<file path="config.mk">
export PLATFORM = sky130hd
export DESIGN_NAME = mdu_div_flat
export DESIGN_NICKNAME = d
export VERILOG_FILES = /design/src/rtl/mdu_div_pkg.sv /design/src/rtl/mdu_div_if.sv /design/src/rtl/mdu_div_step.sv /design/src/rtl/mdu_div.sv /design/src/flat_wrapper.sv
export SDC_FILE = /design/constraint.sdc
export NUM_CORES = 1
export LEC_CHECK = 0
export ABC_CLOCK_PERIOD_IN_PS = 6000
export CAP_MARGIN = 20
export CORE_AREA = 3 3 154 194
export CTS_CLUSTER_DIAMETER = 100
export DETAILED_ROUTE_END_ITERATION = 8
export DIE_AREA = 0 0 157 197
export PLACE_DENSITY = 0.59
export REMOVE_ABC_BUFFERS = 1
export SYNTH_ARGS = -nofsm -noshare
export SYNTH_HDL_FRONTEND = slang
export SYNTH_SLANG_ARGS = --single-unit
</file>
<file path="constraint.sdc">
create_clock -name clk -period 6 [get_ports clk]
set_clock_uncertainty 0.2 [all_clocks]
set_input_delay 1.8 -clock clk [delete_from_list [all_inputs] [get_ports clk]]
set_output_delay 1.8 -clock clk [all_outputs]
set_load 0.1 [all_outputs]
</file>
<file path="src/rtl/mdu_div_pkg.sv">
// Shared core definitions for the multi-cycle divider: FSM encodings,
// start/ready handshake levels and the stall encodings also used by the
// pipeline stall controller.
package mdu_div_pkg;

    typedef enum logic [1:0] {
        IDLE = 2'd0,
        ZERO = 2'd1,
        RUN  = 2'd2,
        DONE = 2'd3
    } div_state_e;

    localparam logic DIV_START     = 1'b1;
    localparam logic DIV_STOP      = 1'b0;
    localparam logic DIV_READY     = 1'b1;
    localparam logic DIV_NOT_READY = 1'b0;

    // Stall request levels shared with the stall controller.
    localparam logic STOP    = 1'b1;
    localparam logic NO_STOP = 1'b0;

    // Stall vector the controller applies while EX requests a stall.
    localparam logic [5:0] STALL_EX_VEC = 6'b001111;

endpackage

</file>
<file path="src/rtl/mdu_div_if.sv">
// EX-stage <-> divider handshake bundle. master = EX requester,
// slave = divider.
interface mdu_div_if #(
    parameter int WIDTH = 32
);
    logic                 start_i;
    logic                 annul_i;
    logic                 signed_i;
    logic [WIDTH-1:0]     opa_i;
    logic [WIDTH-1:0]     opb_i;
    logic [2*WIDTH-1:0]   result_o;
    logic                 ready_o;
    logic                 stallreq_o;

    modport master (
        output start_i, annul_i, signed_i, opa_i, opb_i,
        input  result_o, ready_o, stallreq_o
    );

    modport slave (
        input  start_i, annul_i, signed_i, opa_i, opb_i,
        output result_o, ready_o, stallreq_o
    );
endinterface

</file>
<file path="src/rtl/mdu_div_step.sv">
// One restoring-division step: trial-subtract the divisor from the upper
// half of the working dividend, then shift in the quotient bit. Kept
// separate so a radix-4 variant can chain two of these.
module mdu_div_step #(
    parameter int WIDTH = 32
) (
    input  logic [2*WIDTH:0]   dividend_i,
    input  logic [WIDTH-1:0]   divisor_i,
    output logic [2*WIDTH:0]   dividend_o
);
    logic [WIDTH:0] diff;
    // The top bit is shifted out every step and never compared.
    logic           unused_top;

    assign unused_top = dividend_i[2*WIDTH];

    // Trial subtract; a borrow means the divisor did not fit, so just shift.
    always_comb begin
        diff = {1'b0, dividend_i[2*WIDTH-1:WIDTH]} - {1'b0, divisor_i};
        if (diff[WIDTH])
            dividend_o = {dividend_i[2*WIDTH-1:0], 1'b0};
        else
            dividend_o = {diff[WIDTH-1:0], dividend_i[WIDTH-1:0], 1'b1};
    end
endmodule

</file>
<file path="src/rtl/mdu_div.sv">
// Multi-cycle signed/unsigned divider for the EX stage. Divides magnitudes
// with a restoring step per cycle and fixes signs on the final step.
// Produces {remainder, quotient} and the EX stall request.
module mdu_div
    import mdu_div_pkg::*;
#(
    parameter int WIDTH = 32,
    parameter int CNT_W = 6
) (
    input  logic        clk,
    input  logic        rst,
    mdu_div_if.slave    bus
);
    localparam logic [CNT_W-1:0] LAST_CNT = CNT_W'(WIDTH - 1);

    div_state_e          state;
    logic [CNT_W-1:0]    cnt;
    logic [2*WIDTH:0]    dividend;
    logic [WIDTH-1:0]    divisor;
    logic                sign_a;   // signed op with negative dividend
    logic                sign_b;   // signed op with negative divisor

    logic [WIDTH-1:0]    opa_abs;
    logic [WIDTH-1:0]    opb_abs;
    logic [2*WIDTH:0]    step_next;
    logic [WIDTH-1:0]    quo_fix;
    logic [WIDTH-1:0]    rem_fix;

    mdu_div_step #(.WIDTH(WIDTH)) u_step (
        .dividend_i (dividend),
        .divisor_i  (divisor),
        .dividend_o (step_next)
    );

    // Stall EX while a request is outstanding and not being flushed.
    assign bus.stallreq_o = (bus.start_i == DIV_START && bus.ready_o == DIV_NOT_READY
                             && !bus.annul_i) ? STOP : NO_STOP;

    // Operand magnitudes for the unsigned core.
    always_comb begin
        opa_abs = bus.opa_i;
        opb_abs = bus.opb_i;
        if (bus.signed_i && bus.opa_i[WIDTH-1]) opa_abs = -bus.opa_i;
        if (bus.signed_i && bus.opb_i[WIDTH-1]) opb_abs = -bus.opb_i;
    end

    // Sign fix on the final step: quotient follows sign difference,
    // remainder follows the dividend sign (truncating division).
    always_comb begin
        quo_fix = step_next[WIDTH-1:0];
        rem_fix = step_next[2*WIDTH:WIDTH+1];
        if (sign_a ^ sign_b) quo_fix = -step_next[WIDTH-1:0];
        if (sign_a)          rem_fix = -step_next[2*WIDTH:WIDTH+1];
    end

    // Divider FSM; ready/result are registered here.
    always_ff @(posedge clk) begin
        if (rst) begin
            state        <= IDLE;
            cnt          <= '0;
            dividend     <= '0;
            divisor      <= '0;
            sign_a       <= 1'b0;
            sign_b       <= 1'b0;
            bus.ready_o  <= DIV_NOT_READY;
            bus.result_o <= '0;
        end else if (bus.annul_i) begin
            state        <= IDLE;
            cnt          <= '0;
            bus.ready_o  <= DIV_NOT_READY;
            bus.result_o <= '0;
        end else begin
            case (state)
                IDLE: begin
                    if (bus.start_i == DIV_START) begin
                        sign_a <= bus.signed_i & bus.opa_i[WIDTH-1];
                        sign_b <= bus.signed_i & bus.opb_i[WIDTH-1];
                        if (bus.opb_i == '0) begin
                            state <= ZERO;
                        end else begin
                            state    <= RUN;
                            divisor  <= opb_abs;
                            dividend <= {{WIDTH{1'b0}}, opa_abs, 1'b0};
                            cnt      <= '0;
                        end
                    end
                end
                ZERO: begin
                    state        <= DONE;
                    bus.ready_o  <= DIV_READY;
                    bus.result_o <= '0;
                end
                RUN: begin
                    dividend <= step_next;
                    cnt      <= cnt + CNT_W'(1);
                    if (cnt == LAST_CNT) begin
                        state        <= DONE;
                        bus.ready_o  <= DIV_READY;
                        bus.result_o <= {rem_fix, quo_fix};
                    end
                end
                DONE: begin
                    // Result stays on the bus until the requester lets go.
                    if (bus.start_i == DIV_STOP) begin
                        state       <= IDLE;
                        bus.ready_o <= DIV_NOT_READY;
                    end
                end
                default: state <= IDLE;
            endcase
        end
    end
endmodule

</file>
<file path="src/flat_wrapper.sv">
// flat-port wrapper written by rule: the top's interface ports become plain ports
module mdu_div_flat import mdu_div_pkg::*;
#(
    parameter int WIDTH = 32,
    parameter int CNT_W = 6
)
  (clk, rst, bus_start_i, bus_annul_i, bus_signed_i, bus_opa_i, bus_opb_i, bus_result_o, bus_ready_o, bus_stallreq_o);
  mdu_div_if #(.WIDTH(WIDTH)) bus_i ();
  input  logic clk;
  input  logic rst;
  input wire logic [$bits(bus_i.start_i)-1:0] bus_start_i;
  input wire logic [$bits(bus_i.annul_i)-1:0] bus_annul_i;
  input wire logic [$bits(bus_i.signed_i)-1:0] bus_signed_i;
  input wire logic [$bits(bus_i.opa_i)-1:0] bus_opa_i;
  input wire logic [$bits(bus_i.opb_i)-1:0] bus_opb_i;
  output wire logic [$bits(bus_i.result_o)-1:0] bus_result_o;
  output wire logic [$bits(bus_i.ready_o)-1:0] bus_ready_o;
  output wire logic [$bits(bus_i.stallreq_o)-1:0] bus_stallreq_o;
  assign bus_i.start_i = bus_start_i;
  assign bus_i.annul_i = bus_annul_i;
  assign bus_i.signed_i = bus_signed_i;
  assign bus_i.opa_i = bus_opa_i;
  assign bus_i.opb_i = bus_opb_i;
  assign bus_result_o = bus_i.result_o;
  assign bus_ready_o = bus_i.ready_o;
  assign bus_stallreq_o = bus_i.stallreq_o;
  mdu_div #(.WIDTH(WIDTH), .CNT_W(CNT_W)) u_core (.clk(clk), .rst(rst), .bus(bus_i));
endmodule
</file>
# Word-level counts from Yosys, hierarchy flattened
# Cells that the tools add are included.
[totals]
reg_bits = 171
[op_classes]
bitwise_logic = 6
n_addsub = 6
reduce_logical = 18
n_eq_ne = 8
mux = 22
[op_table]
columns = ["operator", "n"]
rows = [
  ["case mux 64 bit (2 select lines)", 2],
  ["2-to-1 mux 64 bit", 3],
  ["2-to-1 mux 32 bit", 4],
  ["negation 32 bit", 4],
  ["2-to-1 mux 65 bit", 1],
  ["subtractor 32 x 32 -> 33 bit", 1],
  ["zero test 32 bit", 1],
  ["2-to-1 mux 6 bit", 2],
  ["case mux 6 bit (2 select lines)", 1],
  ["AND reduction 3 bit", 4],
  ["2-to-1 mux 2 bit", 4],
  ["case mux 2 bit (4 select lines)", 1],
  ["AND reduction 4 bit", 2],
  ["adder 6 x 1 -> 6 bit, second input constant", 1],
  ["== test 6 x 5 -> 1 bit, second input constant", 1],
  ["inequality test 2 bit, second input constant", 3],
  ["== test 2 bit, second input constant", 2],
  ["logical AND 1 bit", 4],
  ["nonzero test 2 bit", 2],
  ["2-to-1 mux 1 bit", 3],
  ["inverter 1 bit", 3],
  ["case mux 1 bit (3 select lines)", 1],
  ["nonzero test 3 bit", 1],
  ["bitwise AND 1 bit", 2],
  ["other kinds (7)", 7],
]

# Longest topological paths before layout
# Gate-level depths: netlist of run 1.
[depth]
ltp_word = 6
mapped_depth = 22
depth_no_buf = 18

# Modules after synthesis
# From an unflattened synthesis of run 1, not the netlist that was laid out.
[unflattened]
hier_cells = 1520
area_unflattened_um2 = 11763.8
[by_module_without_submodules]
columns = ["module", "instances", "area_per_inst_um2", "cells_per_inst"]
rows = [
  ["mdu_div", 1, 9147.5, 1159],
  ["mdu_div_step", 1, 2616.3, 361],
]

# Worst setup path after synthesis of run 1
# Ideal clock, no wire load.
[synth_timing]
path_kind = "input-to-output"
from = "in bus_annul_i"
to = "out bus_stallreq_o"
n_path_buf = 1
arrival_ps = 4178
slack_ps = -178
stages = 2
path_cell_list = "clkbuf_1 > nor3b_1"
[synth_between]
elab_chain_len = 3
[synth_rtl]
columns = ["item", "line", "rtl"]
rows = [
  ["start: declaration", "flat_wrapper.sv:12", "input wire logic [$bits(bus_i.annul_i)-1:0] bus_annul_i;"],
  ["zero test 1 bit", "mdu_div.sv:37", "&& !bus.annul_i) ? STOP : NO_STOP;"],
  ["logical AND 1 bit", "mdu_div.sv:37", ""],
  ["2-to-1 mux 1 bit", "mdu_div.sv:37", ""],
  ["end: declaration", "flat_wrapper.sv:18", "output wire logic [$bits(bus_i.stallreq_o)-1:0] bus_stallreq_o;"],
]
# Every way passes these cells.

# Final worst setup path of run 1
[layout_timing]
from = "reg u_core.dividend[32]"
to = "reg u_core.bus.result_o[50]"
[layout_between]
elab_chain_len = 6
[layout_rtl]
columns = ["item", "line", "rtl"]
rows = [
  ["start: declaration", "mdu_div.sv:18", "logic [2*WIDTH:0] dividend;"],
  ["start signal: assignment", "mdu_div.sv:83", "dividend <= {{WIDTH{1'b0}}, opa_abs, 1'b0};"],
  ["start signal: assignment", "mdu_div.sv:94", "dividend <= step_next;"],
  ["subtractor 32 x 32 -> 33 bit", "mdu_div_step.sv:19", "diff = {1'b0, dividend_i[2*WIDTH-1:WIDTH]} - {1'b0, divisor_i};"],
  ["2-to-1 mux 65 bit *", "mdu_div_step.sv:20", "if (diff[WIDTH])"],
  ["negation 32 bit", "mdu_div.sv:53", "if (sign_a) rem_fix = -step_next[2*WIDTH:WIDTH+1];"],
  ["2-to-1 mux 32 bit *", "mdu_div.sv:53", ""],
  ["2-to-1 mux 64 bit *", "mdu_div.sv:96", "if (cnt == LAST_CNT) begin"],
  ["case mux 64 bit (2 select lines) *", "mdu_div.sv:73", "case (state)"],
  ["end signal: assignment", "mdu_div.sv:99", "bus.result_o <= {rem_fix, quo_fix};"],
  ["end: declaration", "mdu_div_if.sv:22", "output result_o, ready_o, stallreq_o"],
]
# Every way passes the cells marked *; elsewhere a longest branch is shown, timed or not. The select of a mux whose other input is x is not followed.
# A chain may end at the register's enable or synchronous reset.

==> results.rst, run 1 <==
.. list-table::
   :header-rows: 1

   * - Metric
     - Value
   * - Outcome
     - complete, no violations
   * - Fin area
     - 14090 um2
   * - Max-slew violation count
     - 0
   * - Master cell of the clock root buffer
     - sky130_fd_sc_hd__clkbuf_16
   * - Ys flop type
     - sky130_fd_sc_hd__dfxtp_1
   * - Area used by multi-input combinational logic
     - 7792 um2
   * - Power, Total
     - 3.114 mW
   * - Total track usage
     - 22.90%
   * - Number of placement rows
     - 69
   * - Length of the first detailed-routing pass in iterations
     - 6
   * - Area of the core
     - 28230 um2
   * - Parity-gate share of the synthesized area counting xor and xnor cells
     - 10.40%
   * - First-pass GRT wire length
     - 57.26 mm
   * - Final worst-path cycle share
     - 87.68%
   * - Logic depth of the worst register-to-register path
     - 20
   * - Final-stage net count
     - 1827
   * - Count of routing violations after the opening detailed-route iteration
     - 805
   * - Count of filler cells inserted in the layout
     - 2867
   * - Synthesized-area fraction occupied by ao, oa, aoi and oai cells
     - 24.03%
   * - Max-Cap Viols
     - 0
   * - Startpoint of the worst register-to-register path
     - u_core.dividend[32]
   * - Post-synthesis instance area
     - 11790 um2
   * - PortBufs
     - 134
   * - Sequential cell area fraction in the yosys report
     - 29.03%
   * - Via density
     - 5.740
   * - Mapped Cells
     - 1630
   * - Post-CTS Repair Setup Buffers
     - 0
   * - Number of gates resized after CTS
     - 0
   * - Start point of the critical path
     - u_core.dividend[32]
   * - Hold slack final
     - 0.2466 ns
   * - Final antenna diode count
     - 0
   * - Crit path largest cell delay
     - 0.47 ns
   * - Largest fanout of any net on the critical path
     - 14
   * - P_leak
     - 5.237 nW
   * - Pin count of the biggest net entering global routing
     - 65
   * - Area occupied by registers
     - 3423 um2
   * - Count of yosys warnings during synthesis
     - 0
   * - Vias in the first global route
     - 11098
   * - Mean Syn Cell Area
     - 7.234 um2
   * - Die Outline Area
     - 30930 um2
   * - Power density over the cells
     - 221.0 nW/um2
   * - Cells traversed along the worst timing path
     - inv_1, ha_1, fa_1, nand2b_1, a211oi_2, buf_4, o211ai_1, a21oi_1, nand2b_2, nand2_1, o21ai_0, ha_1, inv_1, nor4_1, buf_4, a31oi_1, or3_1, o21ai_0, xnor2_1, o21ai_0
   * - Data required time of the critical path
     - 6.09 ns
   * - Startpoint-to-endpoint class of the critical path
     - reg2reg
   * - Post-detailed-placement cell area
     - 13480 um2
   * - Clock sink count
     - 171
   * - CTS tree
     - yes
   * - CP dominant cell by count
     - sky130_fd_sc_hd__o21ai_0
   * - Fraction of layout cells with a size suffix above 1
     - 5.205%
   * - Minimum clock period
     - 5.261 ns
   * - Multiplexer share of the synthesized area
     - 1.783%
   * - Number of antenna-violating nets in the routed design
     - 0
   * - Clock slew at reported path FFs
     - 0.08 ns
   * - Initial core utilization
     - 41.77%
   * - Startpoint type of the worst setup path
     - register
   * - DIE WIDTH
     - 157 um
   * - Basic-gate share of the synthesized area counting and, or, nand and nor cells
     - 25.10%
   * - Hold wc startpoint
     - u_core.bus.result_o[61]
   * - Worst hold stages
     - 2
   * - Number of hold-slack violations in the final timing report
     - 0
   * - Arrival time reported for the critical path endpoint
     - 5.35 ns
   * - Unique cell type count in the Yosys netlist
     - 67
   * - IR Drop Worst-Case VDD
     - 0.1739 mV
   * - Adder-cell area share of the yosys netlist
     - 4.520%
   * - Maximum clock frequency
     - 0.1901 GHz
   * - Reg-to-reg slack, setup
     - 0.74 ns
   * - Min-Delay Endpoint
     - u_core.bus.result_o[61]
   * - Number of top-level design ports
     - 135
   * - Detailed placer's ending HPWL
     - 26.83 mm
   * - Area growth syn-to-layout
     - 19.50%
   * - Endpoint type of the worst setup path
     - register
   * - Last weighted congestion value of the routability-driven placer
     - 0.8645
   * - Setup repair after global routing missed its margin
     - false
   * - Crit path max-delay cell type
     - sky130_fd_sc_hd__or3_1
   * - Vertical extent of the die
     - 197 um
   * - Number of levels in the clock H-tree
     - 4
   * - Critical register-to-register path endpoint
     - u_core.bus.result_o[50]
   * - Classification of the worst-slack hold path
     - reg2reg
   * - Number of enable flip-flop cells after synthesis
     - 0
   * - Worst slew margin relative to its limit
     - 29.85%
   * - Total vias in the final route
     - 11963
   * - Flop and latch count out of synthesis
     - 171
   * - TritonCTS buffer count
     - 17
   * - Worst-Margin Slew
     - 1.049 ns
   * - Maximum clock path buffer count
     - 2
   * - Residual DRC count
     - 0
   * - Routed wire length
     - 36.13 mm
   * - Worst-skew pair later-pin latency
     - 0.45 ns
   * - Initial antenna violation count
     - 0
   * - Total negative slack
     - 0 ns
   * - Gr ovfl total
     - 0
   * - Hold-fix buffers, CTS
     - 0
   * - Setup-failing EPs final
     - 0
   * - Largest family of logic cells by synthesized area
     - simple AND/OR/NAND/NOR gates
   * - Async set or reset register ratio after synthesis
     - 0%
   * - Average wire per cell in the routed design
     - 17.34 um
[Yosys cell counts, types with 3 or more instances]
cell,instances,area [um2]
sky130_fd_sc_hd__a211oi_1,34,255.2
sky130_fd_sc_hd__a21o_1,9,67.56
sky130_fd_sc_hd__a21oi_1,177,885.9
sky130_fd_sc_hd__a22oi_1,33,247.7
sky130_fd_sc_hd__a311oi_1,3,26.28
sky130_fd_sc_hd__a31oi_1,16,100.1
sky130_fd_sc_hd__and2_1,11,68.82
sky130_fd_sc_hd__and3_1,4,25.02
sky130_fd_sc_hd__and4_1,4,35.03
sky130_fd_sc_hd__buf_1,7,26.28
sky130_fd_sc_hd__buf_2,10,50.05
sky130_fd_sc_hd__clkbuf_1,79,296.5
sky130_fd_sc_hd__dfxtp_1,171,3423
sky130_fd_sc_hd__ha_1,41,513.0
sky130_fd_sc_hd__inv_1,62,232.7
sky130_fd_sc_hd__mux2i_1,21,210.2
sky130_fd_sc_hd__nand2_1,188,705.7
sky130_fd_sc_hd__nand2b_1,15,93.84
sky130_fd_sc_hd__nand3_1,41,205.2
sky130_fd_sc_hd__nand3b_1,4,30.03
sky130_fd_sc_hd__nand4_1,11,68.82
sky130_fd_sc_hd__nor2_1,215,807.0
sky130_fd_sc_hd__nor2b_1,9,56.30
sky130_fd_sc_hd__nor3_1,59,295.3
sky130_fd_sc_hd__nor3b_1,5,37.54
sky130_fd_sc_hd__nor4_1,26,162.7
sky130_fd_sc_hd__nor4b_1,5,43.79
sky130_fd_sc_hd__o211ai_1,18,135.1
sky130_fd_sc_hd__o21a_1,7,52.55
sky130_fd_sc_hd__o21ai_0,91,455.4
sky130_fd_sc_hd__o21ai_1,4,20.02
sky130_fd_sc_hd__o21bai_1,3,22.52
sky130_fd_sc_hd__o31a_1,5,43.79
sky130_fd_sc_hd__o31ai_1,18,135.1
sky130_fd_sc_hd__o41ai_1,8,70.07
sky130_fd_sc_hd__or2_2,7,43.79
sky130_fd_sc_hd__or3_1,19,118.9
sky130_fd_sc_hd__or4_1,13,97.59
sky130_fd_sc_hd__xnor2_1,73,639.4
sky130_fd_sc_hd__xor2_1,67,586.8
[critical path, delay by kind of cell, from the launching register on]
family / cells / cell delay (ns)
AOI/OAI and AO/OA: 7 / 1.21
xor gates and xnor gates: 1 / 0.21
adders and majority gates: 3 / 1.01
buffers and inverters: 4 / 0.60
DFF: 1 / 0.44
and+or+nand+nor: 5 / 1.44
[layout make-up]
class / instances / area share (%)
multi-input cells: 1301 / 55.30
inverters: 62 / 1.652
repair buffers: 163 / 11.37
flip-flops and latches: 171 / 24.29
well taps: 355 / 3.152
clock inverters: 15 / 1.208
clock buffers: 17 / 3.019
[placed cells by master (no fill, tap or decap), drive strengths merged, types with 21 or more instances in the layout]
cell type	instances
a211oi	36
dfxtp	171
nor3	59
nand3	41
clkdlybuf4s50	132
xnor2	73
ha	41
mux2i	21
a21oi	177
o21ai	95
nor4	26
nand2	188
inv	70
nor2	215
buf	31
xor2	67
a22oi	33
[per-stage QoR]
| step | util (%) | std cells | worst slack (ns) |
|---|---|---|---|
| after global routing | 49.91 | 2084 | 0.3307 |
| after CTS | 49.87 | 2083 | 0.7855 |
| final | 49.91 | 2084 | 0.7395 |
| after detailed placement | 47.76 | 2051 | 0.5045 |
| after global placement | 47.71 | 2050 | 0.5804 |
| after floorplan | - | 1534 | -0.4822 |
[state kept, by name, indices dropped and copies added (netlist names)]
| signal | count |
|---|---|
| u_core.sign_b | 1 |
| u_core.state | 2 |
| u_core.sign_a | 1 |
| u_core.dividend | 64 |
| u_core.bus.result_o | 64 |
| u_core.bus.ready_o | 1 |
| u_core.divisor | 32 |
| u_core.cnt | 6 |
[worst max path at each step]
stage,endpoint,slack (ns),depth (start not counted)
detailed placement,u_core.dividend[47],0.50,14
global route,u_core.bus.result_o[50],0.33,20
floorplan,u_core.divisor[1],-0.48,10
CTS,u_core.bus.result_o[50],0.79,20
finish,u_core.bus.result_o[50],0.74,20
global placement,u_core.dividend[48],0.58,14
[per-layer routing]
metal / vias to the layer above / GRT usage, % / part of all wire [%]
li1: 5952 / - / -
met1: 5589 / 28.99 / 43
met2: 353 / 40.09 / 50
met3: 69 / 2.767 / 3.9
met4: 0 / 7.720 / 3.0
met5: - / 0 / 0
[power breakdown]
group | internal [mW] | total (mW) | switching (mW)
Clock | 0.564 | 1.13 | 0.569
Sequential | 1.17 | 1.20 | 0.0314
Combinational | 0.292 | 0.781 | 0.489
[logic make-up after synthesis]
family          Yosys count
xor+xnor                140
mux                      21
fa+ha+maj                42
flops                   171
compound gates          456
buf+inv                 158
simple gates            642
Power figures use the tool's default switching activity.
==> run 2: changes to the inputs <==
--- a/config.mk
+++ b/config.mk
@@ -7,10 +7,10 @@
 export LEC_CHECK = 0
 export ABC_CLOCK_PERIOD_IN_PS = 6000
 export CAP_MARGIN = 20
-export CORE_AREA = 3 3 154 194
+export CORE_AREA = 2 2 153 193
 export CTS_CLUSTER_DIAMETER = 100
 export DETAILED_ROUTE_END_ITERATION = 8
-export DIE_AREA = 0 0 157 197
+export DIE_AREA = 0 0 155 195
 export PLACE_DENSITY = 0.59
 export REMOVE_ABC_BUFFERS = 1
 export SYNTH_ARGS = -nofsm -noshare
==> run 2 against run 1 <==
Non-clock buffer count is 1 higher. Maximum frequency is 0.80% lower. Combinational power is 1% lower. Critical path type unchanged. Hold slack hardly changed. Sequential power hardly changed. Highest routed layer unchanged.
==> results.rst, run 2 (synthesized netlist as in run 1, its figures left out) <==
.. list-table::
   :header-rows: 1

   * - Metric
     - Value
   * - Fin area
     - 14100 um2
   * - PortBufs
     - 134
   * - Max-Cap Viols
     - 0
   * - Number of gates resized after CTS
     - 0
   * - Gr ovfl total
     - 0
   * - Maximum clock frequency
     - 0.1886 GHz
   * - Final antenna diode count
     - 0
   * - Arrival time reported for the critical path endpoint
     - 5.39 ns
   * - Classification of the worst-slack hold path
     - reg2reg
   * - Final-stage net count
     - 1828
   * - Vias in the first global route
     - 11449
   * - Count of filler cells inserted in the layout
     - 2832
   * - Placed Cells
     - 2052
   * - Detailed placer's ending HPWL
     - 26.35 mm
   * - Worst-Margin Slew
     - 1.050 ns
   * - Critical path endpoint
     - u_core.bus.result_o[50]
   * - Count of routing violations after the opening detailed-route iteration
     - 768
   * - Max-slew violation count
     - 0
   * - Average wire per cell in the routed design
     - 16.91 um
   * - Biggest registers after layout
     - u_core.bus.result_o x64, u_core.dividend x64, u_core.divisor x32
   * - Power density over the cells
     - 221.4 nW/um2
   * - Minimum clock period
     - 5.303 ns
   * - Critical register-to-register path endpoint
     - u_core.bus.result_o[50]
   * - CP dominant cell by count
     - sky130_fd_sc_hd__o21ai_0
   * - Final Non-Filler Cells
     - 2085
   * - First-pass GRT wire length
     - 58.19 mm
   * - Start point of the critical path
     - u_core.dividend[32]
   * - CP top delay family
     - simple AND/OR/NAND/NOR gates
   * - Logic depth of the worst register-to-register path
     - 20
   * - Outcome
     - complete, no violations
   * - Largest fanout of any net on the critical path
     - 16
   * - Clock slew at reported path FFs
     - 0.07 ns
   * - Total negative slack
     - 0 ns
   * - Cells traversed along the worst timing path
     - inv_1, ha_1, fa_1, nand2b_1, a211oi_2, buf_4, o211ai_1, a21oi_1, nand2b_2, nand2_1, o21ai_0, ha_1, inv_1, nor4_1, buf_4, a31oi_1, or3_1, o21ai_0, xnor2_1, o21ai_0
   * - Post-detailed-placement cell area
     - 13490 um2
   * - Initial antenna violation count
     - 0
   * - Die Outline Area
     - 30230 um2
   * - Crit path max-delay cell type
     - sky130_fd_sc_hd__or3_1
   * - TritonCTS buffer count
     - 17
   * - Last weighted congestion value of the routability-driven placer
     - 0.8851
   * - Total vias in the final route
     - 11760
   * - Pin count of the biggest net entering global routing
     - 67
   * - Number of antenna-violating nets in the routed design
     - 0
   * - Routed wire length
     - 35.26 mm
   * - Startpoint of the worst register-to-register path
     - u_core.dividend[32]
   * - Commonest non-fill, non-tap cell in the layout
     - sky130_fd_sc_hd__nor2_1
   * - Initial core utilization
     - 41.77%
   * - Worst slew margin relative to its limit
     - 29.79%
   * - Via density
     - 5.640
   * - DIE WIDTH
     - 155 um
   * - CTS tree
     - yes
   * - Smallest setup slack after layout
     - 0.6973 ns
   * - Area of the core
     - 28230 um2
   * - Fraction of layout cells with a size suffix above 1
     - 5.260%
   * - Most frequent cells in the layout
     - sky130_fd_sc_hd__nor2_1, sky130_fd_sc_hd__nand2_1, sky130_fd_sc_hd__a21oi_1, sky130_fd_sc_hd__dfxtp_1, sky130_fd_sc_hd__clkdlybuf4s50_1
   * - Worst-skew pair later-pin latency
     - 0.44 ns
   * - Area growth syn-to-layout
     - 19.60%
   * - Worst setup slack before clock tree synthesis
     - 0.4361 ns
   * - Startpoint-to-endpoint class of the critical path
     - reg2reg
   * - P_leak
     - 5.235 nW
   * - Data required time of the critical path
     - 6.09 ns
   * - Post-CTS Repair Setup Buffers
     - 0
   * - Setup repair after global routing missed its margin
     - false
   * - Hold wc startpoint
     - u_core.bus.result_o[61]
   * - Final worst-path cycle share
     - 88.38%
   * - Length of the first detailed-routing pass in iterations
     - 5
   * - Number of hold-slack violations in the final timing report
     - 0
   * - Area occupied by registers
     - 3423 um2
   * - Area used by multi-input combinational logic
     - 7792 um2
   * - Final core occ
     - 49.95%
   * - Reg-to-reg slack, setup
     - 0.70 ns
   * - Setup-failing EPs final
     - 0
   * - Worst path buffer plus inverter count
     - 4
   * - Number of placement rows
     - 69
   * - Master cell of the clock root buffer
     - sky130_fd_sc_hd__clkbuf_16
   * - Number of levels in the clock H-tree
     - 4
   * - Depth of the critical timing path with buffers and inverters included
     - 20
   * - Total track usage
     - 23.54%
   * - IR Drop Worst-Case VDD
     - 0.1999 mV
   * - Maximum clock path buffer count
     - 2
   * - Clock sink count
     - 171
   * - Startpoint type of the worst setup path
     - register
   * - Residual DRC count
     - 0
   * - Hold-fix buffers, CTS
     - 0
   * - Endpoint type of the worst setup path
     - register
   * - Crit path largest cell delay
     - 0.46 ns
   * - Number of top-level design ports
     - 135
   * - Vertical extent of the die
     - 195 um
run 2: changes by cell type in the layout (fill, tap and decap cells not counted), moves of 2 or more:
cell | before | now
sky130_fd_sc_hd__clkinvlp_4 | 0 | 3
sky130_fd_sc_hd__clkinv_4 | 3 | 0
sky130_fd_sc_hd__clkbuf_8 | 0 | 2
sky130_fd_sc_hd__inv_8 | 5 | 2
sky130_fd_sc_hd__inv_6 | 2 | 5
run 2: how the worst min path moves through the flow:
stage                              end  slack, ns  depth (start not counted)
2_1_floorplan      u_core.dividend[31]       0.23                          2
5_1_grt        u_core.bus.result_o[61]       0.27                          2
3_5_place_dp   u_core.bus.result_o[61]       0.24                          2
4_1_cts        u_core.bus.result_o[61]       0.25                          2
6_report       u_core.bus.result_o[61]       0.25                          2
3_3_place_gp   u_core.bus.result_o[60]       0.24                          2
run 2: metrics by stage:
step                      hold slack, ns  power (mW)
after floorplan                   0.2311       1.730
after global placement            0.2356       1.984
after detailed placement          0.2424       1.994
after CTS                         0.2527       3.144
after global routing              0.2703       3.281
final                             0.2468       3.123
run 2: per-layer routing:
layer  track usage, %  vias up  share of wire [%]
met5                0        -                  0
li1                 -     5956                  -
met2            41.84      241                 50
met3            3.063       62                2.8
met4            8.882        0                3.2
met1            28.80     5501                 44
run 2: area by class of cell:
class / count / area share [%]
multi-input cells: 1301 / 55.26
flip-flops and latches: 171 / 24.27
repair buffers: 164 / 11.38
clock buffers: 19 / 3.212
well taps: 355 / 3.150
inverters: 62 / 1.650
clock inverters: 13 / 1.074
run 2: worst reg2reg max path: stages (launching register included):
cell                       delay [ns]
sky130_fd_sc_hd__dfxtp_1         0.45
sky130_fd_sc_hd__inv_1           0.15
sky130_fd_sc_hd__ha_1            0.27
sky130_fd_sc_hd__fa_1            0.41
sky130_fd_sc_hd__nand2b_1        0.19
sky130_fd_sc_hd__a211oi_2        0.19
sky130_fd_sc_hd__buf_4           0.17
sky130_fd_sc_hd__o211ai_1        0.18
sky130_fd_sc_hd__a21oi_1         0.22
sky130_fd_sc_hd__nand2b_2        0.39
sky130_fd_sc_hd__nand2_1         0.10
sky130_fd_sc_hd__o21ai_0         0.14
sky130_fd_sc_hd__ha_1            0.33
sky130_fd_sc_hd__inv_1           0.09
sky130_fd_sc_hd__nor4_1          0.33
sky130_fd_sc_hd__buf_4           0.20
sky130_fd_sc_hd__a31oi_1         0.11
sky130_fd_sc_hd__or3_1           0.46
sky130_fd_sc_hd__o21ai_0         0.27
sky130_fd_sc_hd__xnor2_1         0.19
sky130_fd_sc_hd__o21ai_0         0.10
run 2: report_power, final:
group / internal [mW] / switching, mW
sequential: 1.17 / 0.0314
clock: 0.614 / 0.536
combinational: 0.289 / 0.484
